### src/rtl/mmu_pkg.sv
// mmu_pkg: shared constants and FSM encoding for the translation walker.
package mmu_pkg;
    localparam int DEF_PAGE_BITS = 12;
    localparam int PTE_V = 0;
    localparam int PTE_W = 1;
    typedef enum logic [1:0] {IDLE, MEM_REQ, MEM_WAIT, RESP} state_t;
endpackage

### src/rtl/mmu_tlb.sv
// mmu_tlb: fully-associative TLB with combinational lookup and invalid-first/round-robin fill.
module mmu_tlb #(
    parameter int TLB_ENTRIES = 4,
    parameter int VPN_W       = 20
) (
    input  logic             clk,
    input  logic             rst,
    input  logic             flush,
    input  logic [VPN_W-1:0] lookup_vpn,
    output logic             hit,
    output logic [VPN_W-1:0] hit_pfn,
    output logic             hit_w,
    input  logic             fill,
    input  logic [VPN_W-1:0] fill_vpn,
    input  logic [VPN_W-1:0] fill_pfn,
    input  logic             fill_w
);
    localparam int IW = $clog2(TLB_ENTRIES);
    logic [TLB_ENTRIES-1:0] valid;
    logic [TLB_ENTRIES-1:0] wr;
    logic [VPN_W-1:0]       vpn [TLB_ENTRIES];
    logic [VPN_W-1:0]       pfn [TLB_ENTRIES];
    logic [IW-1:0]          rr;
    logic [IW-1:0]          victim;

    // A flush in the same cycle turns any lookup into a miss.
    always_comb begin
        hit     = 1'b0;
        hit_pfn = '0;
        hit_w   = 1'b0;
        for (int i = 0; i < TLB_ENTRIES; i++)
            if (valid[i] && vpn[i] == lookup_vpn) begin
                hit     = !flush;
                hit_pfn = pfn[i];
                hit_w   = wr[i];
            end
    end

    // Descending scan so the lowest free slot wins; falls back to the round-robin slot.
    always_comb begin
        victim = rr;
        for (int i = TLB_ENTRIES - 1; i >= 0; i--)
            if (!valid[i]) victim = IW'(i);
    end

    always_ff @(posedge clk) begin
        if (rst) begin
            valid <= '0;
            rr    <= '0;
        end else if (flush) begin
            valid <= '0;
        end else if (fill) begin
            valid[victim] <= 1'b1;
            rr            <= rr + 1'b1;
        end
    end

    always_ff @(posedge clk) begin
        if (fill && !flush) begin
            vpn[victim] <= fill_vpn;
            pfn[victim] <= fill_pfn;
            wr[victim]  <= fill_w;
        end
    end
endmodule

### src/rtl/mmu_ptw.sv
// mmu_ptw: translation responder; TLB lookup on accept, single-level PTE walk on miss.
module mmu_ptw
    import mmu_pkg::*;
#(
    parameter int TLB_ENTRIES = 4,
    parameter int PAGE_BITS   = DEF_PAGE_BITS
) (
    input  logic        clk,
    input  logic        rst,
    input  logic [31:0] ptbr,
    input  logic        flush,
    input  logic        req_valid,
    output logic        req_ready,
    input  logic [31:0] req_va,
    input  logic        req_write,
    output logic        mem_req_valid,
    input  logic        mem_req_ready,
    output logic [31:0] mem_req_addr,
    input  logic        mem_rsp_valid,
    input  logic [31:0] mem_rsp_data,
    output logic        rsp_valid,
    input  logic        rsp_ready,
    output logic [31:0] rsp_pa,
    output logic        rsp_fault
);
    localparam int VPN_W = 32 - PAGE_BITS;
    state_t           state, state_nx;
    logic [31:0]      va_q, pa_q, addr_q;
    logic             write_q, fault_q;
    logic             accept, pte_take, pte_fault, hit_fault, fill;
    logic             tlb_hit, tlb_w;
    logic [VPN_W-1:0] tlb_pfn, req_vpn, pte_pfn;
    logic             unused_pte;

    assign req_vpn    = req_va[31:PAGE_BITS];
    assign pte_pfn    = mem_rsp_data[31:PAGE_BITS];
    assign accept     = req_valid && state == IDLE;
    assign pte_take   = mem_rsp_valid && state == MEM_WAIT;
    assign hit_fault  = req_write && !tlb_w;
    assign pte_fault  = !mem_rsp_data[PTE_V] || (write_q && !mem_rsp_data[PTE_W]);
    assign fill       = pte_take && mem_rsp_data[PTE_V];
    assign unused_pte = ^mem_rsp_data[PAGE_BITS-1:2];

    mmu_tlb #(
        .TLB_ENTRIES(TLB_ENTRIES),
        .VPN_W      (VPN_W)
    ) u_tlb (
        .clk       (clk),
        .rst       (rst),
        .flush     (flush),
        .lookup_vpn(req_vpn),
        .hit       (tlb_hit),
        .hit_pfn   (tlb_pfn),
        .hit_w     (tlb_w),
        .fill      (fill),
        .fill_vpn  (va_q[31:PAGE_BITS]),
        .fill_pfn  (pte_pfn),
        .fill_w    (mem_rsp_data[PTE_W])
    );

    always_ff @(posedge clk) begin
        if (rst) state <= IDLE;
        else     state <= state_nx;
    end

    always_comb begin
        state_nx      = state;
        req_ready     = state == IDLE;
        mem_req_valid = state == MEM_REQ;
        rsp_valid     = state == RESP;
        case (state)
            IDLE:     if (req_valid) state_nx = tlb_hit ? RESP : MEM_REQ;
            MEM_REQ:  if (mem_req_ready) state_nx = MEM_WAIT;
            MEM_WAIT: if (mem_rsp_valid) state_nx = RESP;
            RESP:     if (rsp_ready) state_nx = IDLE;
            default:  state_nx = IDLE;
        endcase
    end

    // Result registers are loaded speculatively from the TLB on accept and overwritten by the walk on a miss.
    always_ff @(posedge clk) begin
        if (rst) begin
            va_q    <= '0;
            write_q <= 1'b0;
            addr_q  <= '0;
            pa_q    <= '0;
            fault_q <= 1'b0;
        end else if (accept) begin
            va_q    <= req_va;
            write_q <= req_write;
            addr_q  <= ptbr + (32'(req_vpn) << 2);
            fault_q <= hit_fault;
            pa_q    <= hit_fault ? '0 : {tlb_pfn, req_va[PAGE_BITS-1:0]};
        end else if (pte_take) begin
            fault_q <= pte_fault;
            pa_q    <= pte_fault ? '0 : {pte_pfn, va_q[PAGE_BITS-1:0]};
        end
    end

    assign mem_req_addr = addr_q;
    assign rsp_pa       = pa_q;
    assign rsp_fault    = fault_q;
endmodule

### config.mk
export PLATFORM = sky130hd
export DESIGN_NAME = mmu_ptw
export DESIGN_NICKNAME = d
export VERILOG_FILES = /design/src/rtl/mmu_pkg.sv /design/src/rtl/mmu_tlb.sv /design/src/rtl/mmu_ptw.sv
export SDC_FILE = /design/constraint.sdc
export NUM_CORES = 1
export LEC_CHECK = 0
export CORE_ASPECT_RATIO = 0.5
export CORE_MARGIN = 5
export CORE_UTILIZATION = 45
export DETAILED_ROUTE_END_ITERATION = 12
export MAX_ROUTING_LAYER = met4
export PLACE_DENSITY = 0.68
export SYNTH_ARGS = -nofsm -noshare
export SYNTH_HDL_FRONTEND = slang
export SYNTH_HIERARCHICAL = 1
export SYNTH_SLANG_ARGS = --single-unit
### constraint.sdc
create_clock -name clk -period 11.3 [get_ports clk]
set_input_delay 2.26 -clock clk [delete_from_list [all_inputs] [get_ports clk]]
set_output_delay 2.26 -clock clk [all_outputs]
set_load 0.01 [all_outputs]
==> out/results.tsv <==
metric	value	unit
status	finished clean	
clk root buf	clkbuf_16	
most common cell after layout, fill and taps aside	edfxtp_1	
CTS resizes	0	
area post-placement	14100	sq um
CTS clk-pin slew, worst paths	70	ps
worst setup path category	input port to flip-flop	
Initial Util	46.0	%
Period minus WS final	6270	ps
startpoint types	input port	
CP Capture Type	flip-flop	
CP bufs+invs	3	
R2R setup slack	7120	ps
Core Region	26600	sq um
CP Cell Sequence	clkdlybuf4s50_1, xor2_1, nor4_1, and3_1, nand2_1, a41oi_1, a221oi_2, inv_1, a21oi_2, buf_4, a222oi_1, nor2_1	
critical path's top delay family	simple AND/OR/NAND/NOR gates	
Post-Syn Area	12300	sq um
Final Skew	9.90	ps
WHS Path Cells	2	
post-synthesis mux area share	0.327	%
Post-CTS Setup Repair Bufs	0	
number of global-route vias before repair	9050	
post-DP HPWL	22000	microns
first-pass GRT wire length	51400	microns
nets@finish	1343	
Clock Path Buffers	3	
Hold Path Sink	va_q[6]	
Inserted Clock Buffers	25	
Worst EP arrival	6650	ps
syn_area_per_cell	11.4	sq um
Clock Sinks	270	
number of max-cap violations	0	
fraction of synthesized cell area in xor and xnor cells	6.43	%
H-tree Lvls	1	
slowest CP cell	nand2_1	
largest family of logic cells by synthesized area	compound AO/OA/AOI/OAI gates	
chip height	127	microns
Final setup viols	0	
hold path start	va_q[6]	
Final Core Density	56.0	%
CP peak stage delay	790	ps
P&R area growth vs syn	21.8	%
#FFs+latches synth	270	
die area	30800	sq um
design area	14900	sq um
Max Clk Rate	0.160	GHz
crit path launch	req_va[28]	
num rows	42	
final cell count without fillers	1584	
DRC violations left	0	
YS warnings	6	
Crit Reg-Reg Endpoint	rsp_pa[18]	
most frequent cells in the layout	edfxtp_1 (164), clkdlybuf4s50_1 (160), nand2_1 (119)	
Hold WC Path Type	flip-flop to flip-flop	
pin count of the biggest net entering global routing	74	
Post-synth top flop	edfxtp_1	
post-synthesis compound-gate area fraction	16.8	%
sequential share of the synthesized area	57.5	%
fin crit share	55.5	%
# diodes	0	
synthesized-area fraction occupied by adder cells	2.61	%
Synthesized Nets	1208	
antenna violations before repair	0	
P_leak	5.13	nW
cells after synthesis	1079	
Post-CTS Hold Buffers	0	
total power divided by cell area	173	nW/um^2
First-pass DRT Iterations	5	
Vias/cell	5.87	
via count	9295	
Final Hold Fails	0	
Buffers on Ports	161	
Initial DRC Count	718	
worst-path maximum fanout	33	
Unique masters post-synth	70	
FF-to-FF path depth	11	
die span in x	243	microns
GRT Util Overall	21.3	%
peak supply drop	0.101	mV
Post-synth ARST share	0	%
detailed-route wire length per cell	21.0	microns
Final Slew Violations	0	
routed wire length	33300	microns
post-synthesis simple-gate area fraction	12.7	%
Antenna Nets Post-Route	0	
RSZ-0062 raised after global routing	no	
CTS tree	yes	
fraction of layout cells with a size suffix above 1	8.77	%
gpl congestion	0.870	
number of flops mapped to enable cells by yosys	164	
fillers	2240	
CP Data Required Time	11680	ps
total gr overflow	0	
clock latency on the worst-skew pair	530	ps
Setup TNS	0	ps
Slew Limit Headroom	15.9	%
Total Power	2.58	mW
worst-margin pin slew	1260	ps
cell count after placement	1539	
Critical R2R Launch	u_tlb/vpn[1][16]	
# IOs	172	
## sequential cells by signal (all words and copies together), names as in the netlist
name / cells
write_q: 1
u_tlb/wr: 4
mem_req_addr: 32
u_tlb/valid: 4
u_tlb/rr: 2
u_tlb/pfn: 80
u_tlb/vpn: 80
rsp_fault: 1
state: 2
rsp_pa: 32
va_q: 32
## worst max path at each step
stage,to,slack (ps),depth (start not counted)
after floorplan,u_tlb/pfn[1][0],1580,3
after global placement,rsp_pa[13],4540,12
after detailed placement,rsp_pa[18],4490,12
after CTS,rsp_pa[18],5050,12
after global routing,rsp_pa[22],4820,12
final,rsp_pa[18],5030,12
## logic make-up (layout without fill, tap and decap cells)
group | Yosys count | in the layout
and+or+nand+nor | 336 | 336
muxes | 4 | 4
adders and majority gates | 25 | 25
AOI/OAI and AO/OA | 263 | 263
DFF | 270 | 270
xor gates and xnor gates | 90 | 90
buffers and inverters | 91 | 244
## final cells by class
class / count / area, sq um / area share, %
flip-flops and latches: 270 / 7050 / 47.2
inverters: 21 / 78.8 / 0.528
clock buffers: 34 / 719 / 4.82
well taps: 352 / 440 / 2.95
clock inverters: 11 / 82.6 / 0.554
multi-input cells: 718 / 4810 / 32.3
repair buffers: 178 / 1740 / 11.6
## layer usage
| metal | global-route usage [%] | wire length, microns | vias to the layer above |
|---|---|---|---|
| li1 | - | - | 4338 |
| met1 | 27.4 | 14600 | 4631 |
| met2 | 36.4 | 16600 | 273 |
| met3 | 3.01 | 1500 | 53 |
| met4 | 4.17 | 603 | 0 |
| met5 | - | 0 | - |
## stage by stage
| stage | hold slack, ps | worst slack [ps] |
|---|---|---|
| 3_5_place_dp | 444 | 4490 |
| 5_1_grt | 473 | 4820 |
| 6_report | 455 | 5030 |
| 2_1_floorplan | 432 | 1580 |
| 4_1_cts | 456 | 5050 |
| 3_3_place_gp | 438 | 4540 |
## power by group
| group | switching, mW | internal [mW] |
|---|---|---|
| clock | 0.368 | 0.469 |
| sequential | 0.0525 | 1.13 |
| combinational | 0.325 | 0.234 |
## Yosys cell counts, types with 3 or more instances
cell	count	share of area (%)
xor2_1	20	1.4
nor4_2	4	0.41
o21ai_1	6	0.25
o2111ai_1	3	0.21
clkbuf_1	44	1.3
dfxtp_1	106	17
nor3_1	14	0.57
a2111oi_0	6	0.43
a222oi_1	20	1.6
buf_1	3	0.092
nand3_1	24	0.98
a211o_1	5	0.36
a221oi_2	22	2.7
nor4_1	5	0.26
a21o_2	3	0.21
a31oi_1	8	0.41
clkbuf_8	5	0.56
a21o_1	8	0.49
and3_1	32	1.6
edfxtp_1	164	40
xnor2_1	70	5.0
nor2_1	102	3.1
ha_1	24	2.5
o211ai_1	6	0.37
inv_1	20	0.61
nor2b_1	3	0.15
nand4_1	15	0.77
nand2_1	120	3.7
o22ai_1	4	0.20
o21a_1	5	0.31
a32oi_1	13	0.93
or3_1	4	0.20
a211oi_1	21	1.3
a21oi_1	65	2.7
mux2i_1	4	0.33
o21ai_0	23	0.94
a41oi_1	21	1.5
buf_6	3	0.28
buf_2	14	0.57
## worst reg2reg max path: cells and delay by family, from the launching register on
| family | cells | cell delay (ps) |
|---|---|---|
| AOI/OAI and AO/OA | 4 | 1000 |
| xor gates and xnor gates | 1 | 160 |
| buffers and inverters | 2 | 390 |
| DFF | 1 | 390 |
| and+or+nand+nor | 4 | 2110 |
Note: power is estimated with default switching activity, not from simulation.
